===== src/rtl/uni_bitstream_counter_if.sv =====
// Stream/result bundle for the unipolar bitstream counter.
// The slave side is the converter; the master side is whoever drives the
// stream and consumes the result.
`ifndef INWD
`define INWD 8
`endif

interface uni_bitstream_counter_if #(
  parameter int DATAWD = `INWD
) ();
  logic              start;
  logic              clear;
  logic              iStream;
  logic              iValid;
  logic [DATAWD-1:0] oData;
  logic              oValid;
  logic              iReady;
  logic              busy;

  modport slave (
    input  start, clear, iStream, iValid, iReady,
    output oData, oValid, busy
  );

  modport master (
    output start, clear, iStream, iValid, iReady,
    input  oData, oValid, busy
  );
endinterface


===== src/rtl/uni_bitstream_counter.sv =====
// Unipolar stochastic-to-binary converter. Counts the ones in a window of
// 2^WINLOG valid stream bits and returns the count scaled to DATAWD bits.
//
//   state | meaning
//   ------+-------------------------------------------------------------
//   IDLE  | waiting for start, no result pending
//   ACC   | accumulating valid bits of the current window (busy=1)
//   DONE  | result held on oData with oValid=1 until iReady
`ifndef INWD
`define INWD 8
`endif

module uni_bitstream_counter #(
  parameter int DATAWD = `INWD,
  parameter int WINLOG = DATAWD
) (
  input  logic                    clk,
  input  logic                    rst_n,
  uni_bitstream_counter_if.slave  bus
);

  localparam int SHIFT = DATAWD - WINLOG;
  // Full window: a ones count equal to this means every bit was 1.
  localparam logic [WINLOG:0] WIN_LEN  = {1'b1, {WINLOG{1'b0}}};
  localparam logic [WINLOG:0] LAST_IDX = {1'b0, {WINLOG{1'b1}}};

  typedef enum logic [1:0] {
    IDLE = 2'd0,
    ACC  = 2'd1,
    DONE = 2'd2
  } state_t;

  state_t state, state_nxt;

  logic [WINLOG:0]   bit_cnt;
  logic [WINLOG:0]   ones_cnt;
  logic [WINLOG:0]   ones_final;
  logic [DATAWD:0]   ones_ext;
  logic [DATAWD-1:0] scaled;
  logic              take_bit;
  logic              last_bit;
  logic              restart;

  // clear suppresses counting even when iValid is high on the same cycle.
  assign take_bit   = (state == ACC) && bus.iValid && !bus.clear;
  assign last_bit   = take_bit && (bit_cnt == LAST_IDX);
  // Ones count including the bit being accepted this cycle.
  assign ones_final = ones_cnt + {{WINLOG{1'b0}}, bus.iStream};
  assign ones_ext   = (DATAWD+1)'(ones_final);
  assign scaled     = DATAWD'(ones_ext << SHIFT);
  // Entering ACC from IDLE or from a DONE handshake starts a fresh window.
  assign restart    = (state_nxt == ACC) && (state != ACC);

  // State register.
  always_ff @(posedge clk or negedge rst_n) begin
    if (!rst_n) state <= IDLE;
    else        state <= state_nxt;
  end

  // Next-state logic; clear overrides everything.
  always_comb begin
    state_nxt = state;
    if (bus.clear) begin
      state_nxt = IDLE;
    end else begin
      case (state)
        IDLE: if (bus.start) state_nxt = ACC;
        ACC:  if (last_bit)  state_nxt = DONE;
        DONE: if (bus.iReady) state_nxt = bus.start ? ACC : IDLE;
        default: state_nxt = IDLE;
      endcase
    end
  end

  // Window bit counter and ones counter.
  always_ff @(posedge clk or negedge rst_n) begin
    if (!rst_n) begin
      bit_cnt  <= '0;
      ones_cnt <= '0;
    end else if (bus.clear || restart) begin
      bit_cnt  <= '0;
      ones_cnt <= '0;
    end else if (take_bit) begin
      bit_cnt  <= bit_cnt + 1'b1;
      ones_cnt <= ones_final;
    end
  end

  // Result capture on the last window bit; a full window saturates.
  always_ff @(posedge clk or negedge rst_n) begin
    if (!rst_n) begin
      bus.oData <= '0;
    end else if (last_bit) begin
      bus.oData <= (ones_final == WIN_LEN) ? {DATAWD{1'b1}} : scaled;
    end
  end

  // Status outputs decoded from state.
  always_comb begin
    bus.oValid = (state == DONE);
    bus.busy   = (state == ACC);
  end

endmodule


===== src/flat_wrapper.sv =====
// flat-port wrapper written by rule: the top's interface ports become plain ports
module uni_bitstream_counter_flat 
#(
  parameter int DATAWD = `INWD,
  parameter int WINLOG = DATAWD
)
  (clk, rst_n, bus_start, bus_clear, bus_iStream, bus_iValid, bus_iReady, bus_oData, bus_oValid, bus_busy);
  uni_bitstream_counter_if #(.DATAWD(DATAWD)) bus_i ();
  input  logic clk;
  input  logic rst_n;
  input wire logic [$bits(bus_i.start)-1:0] bus_start;
  input wire logic [$bits(bus_i.clear)-1:0] bus_clear;
  input wire logic [$bits(bus_i.iStream)-1:0] bus_iStream;
  input wire logic [$bits(bus_i.iValid)-1:0] bus_iValid;
  input wire logic [$bits(bus_i.iReady)-1:0] bus_iReady;
  output wire logic [$bits(bus_i.oData)-1:0] bus_oData;
  output wire logic [$bits(bus_i.oValid)-1:0] bus_oValid;
  output wire logic [$bits(bus_i.busy)-1:0] bus_busy;
  assign bus_i.start = bus_start;
  assign bus_i.clear = bus_clear;
  assign bus_i.iStream = bus_iStream;
  assign bus_i.iValid = bus_iValid;
  assign bus_i.iReady = bus_iReady;
  assign bus_oData = bus_i.oData;
  assign bus_oValid = bus_i.oValid;
  assign bus_busy = bus_i.busy;
  uni_bitstream_counter #(.DATAWD(DATAWD), .WINLOG(WINLOG)) u_core (.clk(clk), .rst_n(rst_n), .bus(bus_i));
endmodule

===== config.mk =====
export PLATFORM = sky130hd
export DESIGN_NAME = uni_bitstream_counter_flat
export DESIGN_NICKNAME = d
export VERILOG_FILES = /design/src/rtl/uni_bitstream_counter_if.sv /design/src/rtl/uni_bitstream_counter.sv /design/src/flat_wrapper.sv
export SDC_FILE = /design/constraint.sdc
export NUM_CORES = 1
export LEC_CHECK = 0
export ABC_AREA = 0
export ABC_CLOCK_PERIOD_IN_PS = 5800
export BUFFER_PORTS_ARGS = -buffer_cell sky130_fd_sc_hd__buf_2
export CAP_MARGIN = 20
export CORE_UTILIZATION = 35
export CTS_BUF_LIST = sky130_fd_sc_hd__clkbuf_16
export CTS_CLUSTER_DIAMETER = 120
export DETAILED_ROUTE_END_ITERATION = 10
export GPL_ROUTABILITY_DRIVEN = 0
export SLEW_MARGIN = 10
export SYNTH_ARGS = -nofsm -noshare
export SYNTH_HDL_FRONTEND = slang
export SYNTH_SLANG_ARGS = --single-unit

===== constraint.sdc =====
create_clock -name clk -period 5.8 [get_ports clk]
set_input_delay 1.16 -clock clk [delete_from_list [all_inputs] [get_ports clk]]
set_output_delay 1.16 -clock clk [all_outputs]
set_load 0.02 [all_outputs]

== Word-level counts from Yosys, hierarchy flattened ==
Cells that the tools add are included.
Storage, ports and cells
  logic and storage cells: 31
  output and inout bits: 10
  input port bits: 7
  register bits after elaboration: 28
Operators by class
  reduce and logical (&&, ||, !) cells: 8
  add/sub/neg operators: 2
  mux-type cells: 11
  equality and inequality tests: 6
Operator list (number)
  9-bit two-way mux: 4
  9-bit by 1-bit adder with 9-bit output: 1
  9-bit by 1-bit adder with 9-bit output, second input constant: 1
  9-bit by 8-bit == test with 1-bit output, second input constant: 1
  9-bit == test, second input constant: 1
  2-bit two-way mux: 4
  8-bit two-way mux: 1
  2-bit one-hot mux with 3 select lines: 1
  2-bit by 1-bit == test with 1-bit output, second input constant: 2
  1-bit logical AND: 4
  2-bit == test, second input constant: 1
  2-bit logical NOT: 1
  2-bit by 1-bit inequality test with 1-bit output, second input constant: 1
  2-bit nonzero test: 1
  1-bit logical NOT: 1
  1-bit logical OR: 1
  1-bit two-way mux: 1

== Depth between registers and ports, before layout ==
Gate-level depths: netlist (run 1).
  word-level depth: 11
  mapped depth: 8
  depth with buffers taken out: 8

== Worst setup path before layout (run 1) ==
Ideal clock, no wire load.
  path kind: in2reg
  start point: in bus_iStream
  end point: reg u_core.bus.oData[4]
  buffers on the path: 0
  cell stages on the path: 7
  setup slack: 2.933 ns
  arrival time: 2.785 ns
  library setup time: 0.082 ns
  required time: 5.718 ns
  cells stage by stage: ha_1 > ha_1 > nand3_2 > or3_4 > a2111oi_4 > nand3_2 > a31oi_1
On the way
  word-level cells in the longest chain between the ends: 3
RTL lines
  start: declaration: RTL line flat_wrapper.sv:13  | input wire logic [$bits(bus_i.iStream)-1:0] bus_iStream;
  9-bit by 1-bit adder with 9-bit output *: RTL line uni_bitstream_counter.sv:48  | assign ones_final = ones_cnt + {{WINLOG{1'b0}}, bus.iStream};
  9-bit == test: RTL line uni_bitstream_counter.sv:94  | bus.oData <= (ones_final == WIN_LEN) ? {DATAWD{1'b1}} : scaled;
  8-bit two-way mux *: RTL line uni_bitstream_counter.sv:94
  end signal: assignment: RTL line uni_bitstream_counter.sv:94
  end: declaration: RTL line uni_bitstream_counter_if.sv:22  | output oData, oValid, busy
Mark *: on every way between the ends. The rest lies on a longest branch, timed or not.
A chain may end at the register's enable or synchronous reset.

== Worst setup path after layout (run 1) ==
Ends and elaborated chain as after synthesis.

==> results of run 1 <==
-- state kept, by name (all words and copies together) (netlist names) --
name,count
u_core.bit_cnt,9
u_core.ones_cnt,9
u_core.bus.oData,8
u_core.state,2
-- metal layers --
| metal | global-route usage (%) | up-vias |
|---|---|---|
| li1 | - | 558 |
| met1 | 16.5 | 495 |
| met2 | 23.0 | 16 |
| met3 | 4.00 | 2 |
| met4 | 3.91 | 0 |
| met5 | 0 | - |
-- worst max-delay path: stages --
cell	delay, ns
buf_2	0.08
ha_1	0.17
ha_1	0.29
nand3_2	0.14
or3_4	0.36
a2111oi_4	0.46
nand3_2	0.17
a31oi_1	0.20
-- power groups by stage --
stage / combinational (mW) / sequential (mW) / clock [mW]
2_1_floorplan: 0.0105 / 0.201 / 0
3_3_place_gp: 0.0181 / 0.201 / 0
3_5_place_dp: 0.0186 / 0.201 / 0
4_1_cts: 0.0186 / 0.198 / 0.157
5_1_grt: 0.0206 / 0.198 / 0.164
6_report: 0.0180 / 0.198 / 0.151
-- how the worst max path moves through the flow --
stage                           start                   to  slack (ns)  depth (start not counted)
after global routing      bus_iStream  u_core.bus.oData[2]        2.80                          8
final                     bus_iStream  u_core.bus.oData[4]        2.94                          8
after floorplan           bus_iStream  u_core.bus.oData[4]        2.93                          7
after global placement    bus_iStream  u_core.bus.oData[4]        2.73                          8
after detailed placement  bus_iStream  u_core.bus.oData[4]        2.67                          8
after CTS                 bus_iStream  u_core.bus.oData[4]        2.93                          8
-- metrics by stage --
step | area [um2] | total power, mW
after global routing | 1690 | 0.383
after CTS | 1690 | 0.373
after global placement | 1610 | 0.219
after detailed placement | 1610 | 0.220
after floorplan | 1530 | 0.211
final | 1690 | 0.367
-- cells in the final DEF, fill, tap and decap left out, drive strengths merged, types with 2 or more instances in the layout --
cell / netlist / layout
nor2: 36 / 36
dfrtp: 28 / 28
buf: 7 / 16
xnor2: 12 / 12
nand2: 9 / 9
xor2: 8 / 8
a21oi: 7 / 7
a31oi: 6 / 6
nand4: 6 / 6
nand3: 6 / 6
ha: 4 / 4
nor2b: 3 / 3
mux2i: 3 / 3
o21ai: 3 / 3
clkbuf: 3 / 3
or3: 3 / 3
nand2b: 2 / 2
and3: 2 / 2
-- cell usage after synthesis, drive strengths merged --
master / instances / share of area (%)
nand2b: 2 / 0.82
a311oi: 1 / 0.57
nand2: 9 / 2.2
dfrtp: 28 / 46
nor3: 1 / 0.33
a31o: 1 / 0.57
xor2: 8 / 4.6
nor2: 36 / 8.9
ha: 4 / 3.3
a2bb2oi: 1 / 0.57
or2: 1 / 0.41
or3: 3 / 1.6
a211oi: 1 / 0.49
mux2i: 3 / 2.0
inv: 1 / 0.25
a21oi: 7 / 2.3
nor2b: 3 / 1.2
nand4: 6 / 2.9
clkbuf: 3 / 0.74
a21o: 1 / 0.49
o21ai: 3 / 0.98
and3: 2 / 0.82
xnor2: 12 / 6.9
a2111oi: 1 / 1.8
and4bb: 1 / 0.82
buf: 7 / 3.1
a31oi: 6 / 2.5
nand3: 6 / 2.6
and2: 1 / 0.41
-- kinds of logic (layout without fill, tap and decap cells) --
group,Yosys count,count (layout),synth area share (%)
AO/OA/AOI/OAI,22,22,10.3
XOR/XNOR,20,20,11.5
adder cells (fa/ha/maj),4,4,3.28
buffers and inverters,11,21,4.10
flip-flops,28,28,45.9
multiplexers,3,3,1.97
AND/OR/NAND/NOR,71,71,23.0
-- area by class of cell --
class	count	area (um2)
multi-input cells	120	762
clock buffers	3	75.1
repair buffers	16	80.1
fillers	418	2400
flip-flops and latches	28	701
clock inverters	1	3.75
inverters	1	3.75
well taps	50	62.6
==> impl_metrics.csv, run 1 <==
group,metric,value,unit
setup_path,cp.arrival,3.04,ns
routing,vias,1071,
clocking,path_clk_slew,0.06,ns
pwr,p_int,0.295,mW
floorplanning,pin_count,17,
timing,finalCritPeriodShare,49.3,%
finish,nNetsFinal,181,
clocking,cts_htree_levels,1,
setup_path,path_max_fanout,6,
routing,antenna_left,0,
floorplanning,fp.dieH,68.0,um
setup_path,start_kind,"input port",
floorplanning,start_util,37.3,%
routing,drcViolationCount,0,
yosys,syn-instance-count,159,
floorplanning,coreArea,0.00409,mm2
global_routing,grt.total_usage,13.6,%
routing,wl_met2,1.22,mm
global_routing,grt-ovfl-total,0,
yosys,syn_area,0.00153,mm2
pwr,power_switching_share,19.7,%
timing,rsz0062_at_grt,"no",
placement,place_ws,2.67,ns
clocking,cts_buffer_depth,2,
min_path,hold_path_depth,2,
finish,fin_util,41.3,%
floorplanning,dieWidth,68.0,um
timing,fin_skew,0.00281,ns
clocking,cts_tree,"yes",
timing,setup_violations,0,
yosys,synth.net_count,170,
global_routing,grt_max_degree,29,
global_routing,grt_pass1_wl,4.69,mm
min_path,hold_class,"reg -> reg",
status,status,"finished, final reports clean",
setup_path,reg2reg_depth,7,
yosys,avgSynthCellArea,9.59,um2
finish,final-instance-count-excl-fill,219,
routing,drt_pre_antenna_iters,4,
global_routing,antenna_found_initial,0,
finish,antenna_cells,0,
timing,clock.fmax,350,MHz
pwr,pwr-share-clk,41.3,%
routing,met3_wirelength,113,um
setup_path,path_class,"in -> reg",
clocking,numCtsBuffers,3,
timing,fin_ws,2.94,ns
timing,hold_violations,0,
pwr,powerDensity,217,mW/mm2
min_path,min_to,"u_core.bus.oData[1]",
placement,post-dp-hpwl,1.93,mm
min_path,worstHoldStart,"u_core.bus.oData[1]",
yosys,ys_seq_area_share,45.9,%
finish,area_growth,10.7,%
clocking,clockRootBuffer,"clkbuf_16",
global_routing,grt_pass1_vias,1055,
routing,avgRoutedWirePerCell,11.9,um
timing,worst_pin_slew,0.601,ns
routing,highest_layer,"met4",
setup_path,worstReg2RegStart,"u_core.ones_cnt[0]",
clocking,insertion_delay,0.26,ns
routing,routed_wl,2.60,mm
setup_path,rrSetupSlack,3.57,ns
placement,dp.cells,215,
flow_run,drv_cap,0,
yosys,synth_cell_types,33,
clocking,cts_repair_resize_count,0,
yosys,yosysWarnings,0,
timing,finalCriticalPeriod,2.86,ns
pwr,peakVddDrop,0.000119,V
pwr,p_leak,0.721,nW
clocking,cts_post_setup_buffers_inserted,0,
pwr,pwr-share-comb,4.9,%
routing,wirelength_met1,1.24,mm
timing,setup_tns,0,ns
floorplanning,placementRows,23,
timing,maxSlewViolCount,0,
timing,slew_headroom,60.0,%
setup_path,r2r-end,"u_core.bus.oData[4]",
timing,holdWs,0.528,ns
routing,first_iter_violations,25,
routing,vias_per_cell,4.89,
clocking,cts_num_sinks,28,
setup_path,worst_ep_required_time,5.98,ns
floorplanning,dieArea,0.00463,mm2
pwr,p_switching,0.0725,mW
placement,portBuffers,16,
setup_path,crit_path_end_kind,"flop",
yosys,synth-seq-cells,28,
clocking,postCtsHoldBufs,0,
finish,drive_above_1_share,16.0,%
pwr,seq_power_share,53.8,%
(Power assumes the default switching activity.)
==> run 2: changes to the inputs <==
ABC_CLOCK_PERIOD_IN_PS = 2800   (was 5800)
clock period = 2.8 ns   (was 5.8 ns; I/O delays follow)
==> impl_metrics.csv, run 2 (synthesized netlist as in run 1, its figures left out) <==
group,metric,value,unit
status,status,"finished, final reports clean",
floorplanning,fp.dieH,68.0,um
floorplanning,start_util,37.3,%
finish,area_growth,12.4,%
setup_path,path_max_fanout,6,
setup_path,slowest_delay,0.45,ns
setup_path,r2r-end,"u_core.bus.oData[4]",
global_routing,grt_pass1_vias,1047,
clocking,insertion_delay,0.26,ns
setup_path,worstReg2RegStart,"u_core.ones_cnt[0]",
routing,drcViolationCount,0,
timing,setup_violations,0,
global_routing,grt-ovfl-total,0,
routing,highest_layer,"met4",
timing,worst_pin_slew,0.604,ns
pwr,peakVddDrop,0.000391,V
finish,antenna_cells,0,
floorplanning,dieArea,0.00463,mm2
min_path,hold_class,"in -> async",
floorplanning,pin_count,17,
floorplanning,coreArea,0.00409,mm2
finish,n_fill_cell,406,
routing,avgRoutedWirePerCell,11.9,um
pwr,p_int,0.704,mW
pwr,power_switching_share,17.9,%
flow_run,drv_cap,0,
setup_path,crit_path_end_kind,"flop",
placement,dpl_cell_area,0.00161,mm2
finish,drive_above_1_share,16.6,%
timing,rsz0062_at_grt,"no",
setup_path,start_kind,"input port",
setup_path,cp_cell_sequence,"buf_2 > ha_1 > ha_1 > nand3_2 > or3_4 > a2111oi_4 > nand3_2 > a31oi_1",
routing,vias_per_cell,4.95,
floorplanning,placementRows,23,
routing,antenna_left,0,
setup_path,worst_path_max_delay_cell,"a2111oi_4",
timing,hold_violations,0,
finish,finalInstanceArea,0.00171,mm2
placement,portBuffers,16,
clocking,path_clk_slew,0.07,ns
pwr,p_leak,0.733,nW
clocking,postCtsHoldBufs,0,
finish,final_common_cell,"nor2_1",
clocking,numCtsBuffers,3,
setup_path,worst_ep_required_time,2.98,ns
finish,layout_common_cells,"nor2_1 (36), dfrtp_1 (28), buf_2 (16), xnor2_1 (12), nand2_1 (9)",
timing,maxSlewViolCount,0,
routing,first_iter_violations,40,
timing,clock.fmax,444,MHz
setup_path,cp.arrival,2.43,ns
clocking,cts_num_sinks,28,
pwr,seq_power_share,47.8,%
clocking,cts_post_setup_buffers_inserted,0,
setup_path,crit_buf_inv,1,
routing,routed_wl,2.61,mm
routing,vias,1084,
timing,slew_headroom,59.7,%
pwr,powerDensity,500,mW/mm2
placement,post-dp-hpwl,1.93,mm
clocking,cts_buffer_depth,2,
routing,wirelength_met1,1.24,mm
global_routing,grt_pass1_wl,4.60,mm
timing,fin_skew,0.00694,ns
global_routing,grt_max_degree,29,
setup_path,rrSetupSlack,0.57,ns
global_routing,antenna_found_initial,0,
pwr,p_switching,0.153,mW
clocking,clockRootBuffer,"clkbuf_16",
finish,reg.largest.list,"u_core.bit_cnt x9, u_core.ones_cnt x9, u_core.bus.oData x8",
setup_path,reg2reg_depth,7,
routing,met3_wirelength,102,um
floorplanning,dieWidth,68.0,um
routing,wl_met2,1.24,mm
timing,finalCriticalPeriod,2.25,ns
pwr,p_total,0.857,mW
global_routing,grt.total_usage,13.3,%
routing,drt_pre_antenna_iters,4,
finish,nNetsFinal,181,
timing,setup_tns,0,ns
clocking,cts_htree_levels,1,
setup_path,path_class,"in -> reg",
clocking,cts_repair_resize_count,0,
finish,fin_util,41.9,%
pwr,pwr-share-clk,47.9,%
clocking,cts_tree,"yes",
setup_path,crit_family,"simple AND/OR/NAND/NOR gates",
timing,finalCritPeriodShare,80.5,%
pwr,pwr-share-comb,4.3,%
setup_path,crit_path_start,"bus_iStream",
[run 2: cell count changes in the layout (fill, tap and decap cells not counted)]
cell	change
bufinv_16	+1
clkinv_1	-1
[run 2: area by class of cell]
class	instances	area (um2)	area share, %
inverters	1	3.75	0.219
clock inverters	1	30.0	1.75
repair buffers	16	80.1	4.67
clock buffers	3	75.1	4.38
multi-input cells	120	762	44.5
flip-flops and latches	28	701	40.9
well taps	50	62.6	3.65
[run 2: worst reg2reg max path: cells and delay by family, from the launching register on]
family,cells,cell delay (ns)
simple gates,3,0.67
compound gates,2,0.65
flops,1,0.35
fa+ha+maj,2,0.48
[run 2: per-stage QoR]
step	hold slack [ns]	instances	worst slack, ns
2_1_floorplan	0.264	159	0.533
3_3_place_gp	0.505	215	0.333
3_5_place_dp	0.516	215	0.286
4_1_cts	0.335	219	0.539
5_1_grt	0.361	219	0.402
6_report	0.306	219	0.545
[run 2: worst max path at each step]
| stage | slack (ns) | endpoint | depth (start not counted) |
|---|---|---|---|
| after floorplan | 0.53 | u_core.bus.oData[4] | 7 |
| after global placement | 0.33 | u_core.bus.oData[4] | 8 |
| after detailed placement | 0.29 | u_core.bus.oData[4] | 8 |
| after CTS | 0.54 | u_core.bus.oData[4] | 8 |
| after global routing | 0.40 | u_core.bus.oData[2] | 8 |
| final | 0.55 | u_core.bus.oData[4] | 8 |
[run 2: per-layer routing]
metal	track usage [%]	vias up
li1	-	557
met1	16.5	509
met2	22.5	16
met3	4.00	2
met4	3.13	0
met5	0	-
[run 2: power by group through the flow]
stage	combinational [mW]	sequential (mW)	clock [mW]
5_1_grt	0.0431	0.409	0.435
6_report	0.0372	0.409	0.410
2_1_floorplan	0.0217	0.416	0
3_3_place_gp	0.0374	0.417	0
3_5_place_dp	0.0390	0.417	0
4_1_cts	0.0387	0.409	0.425
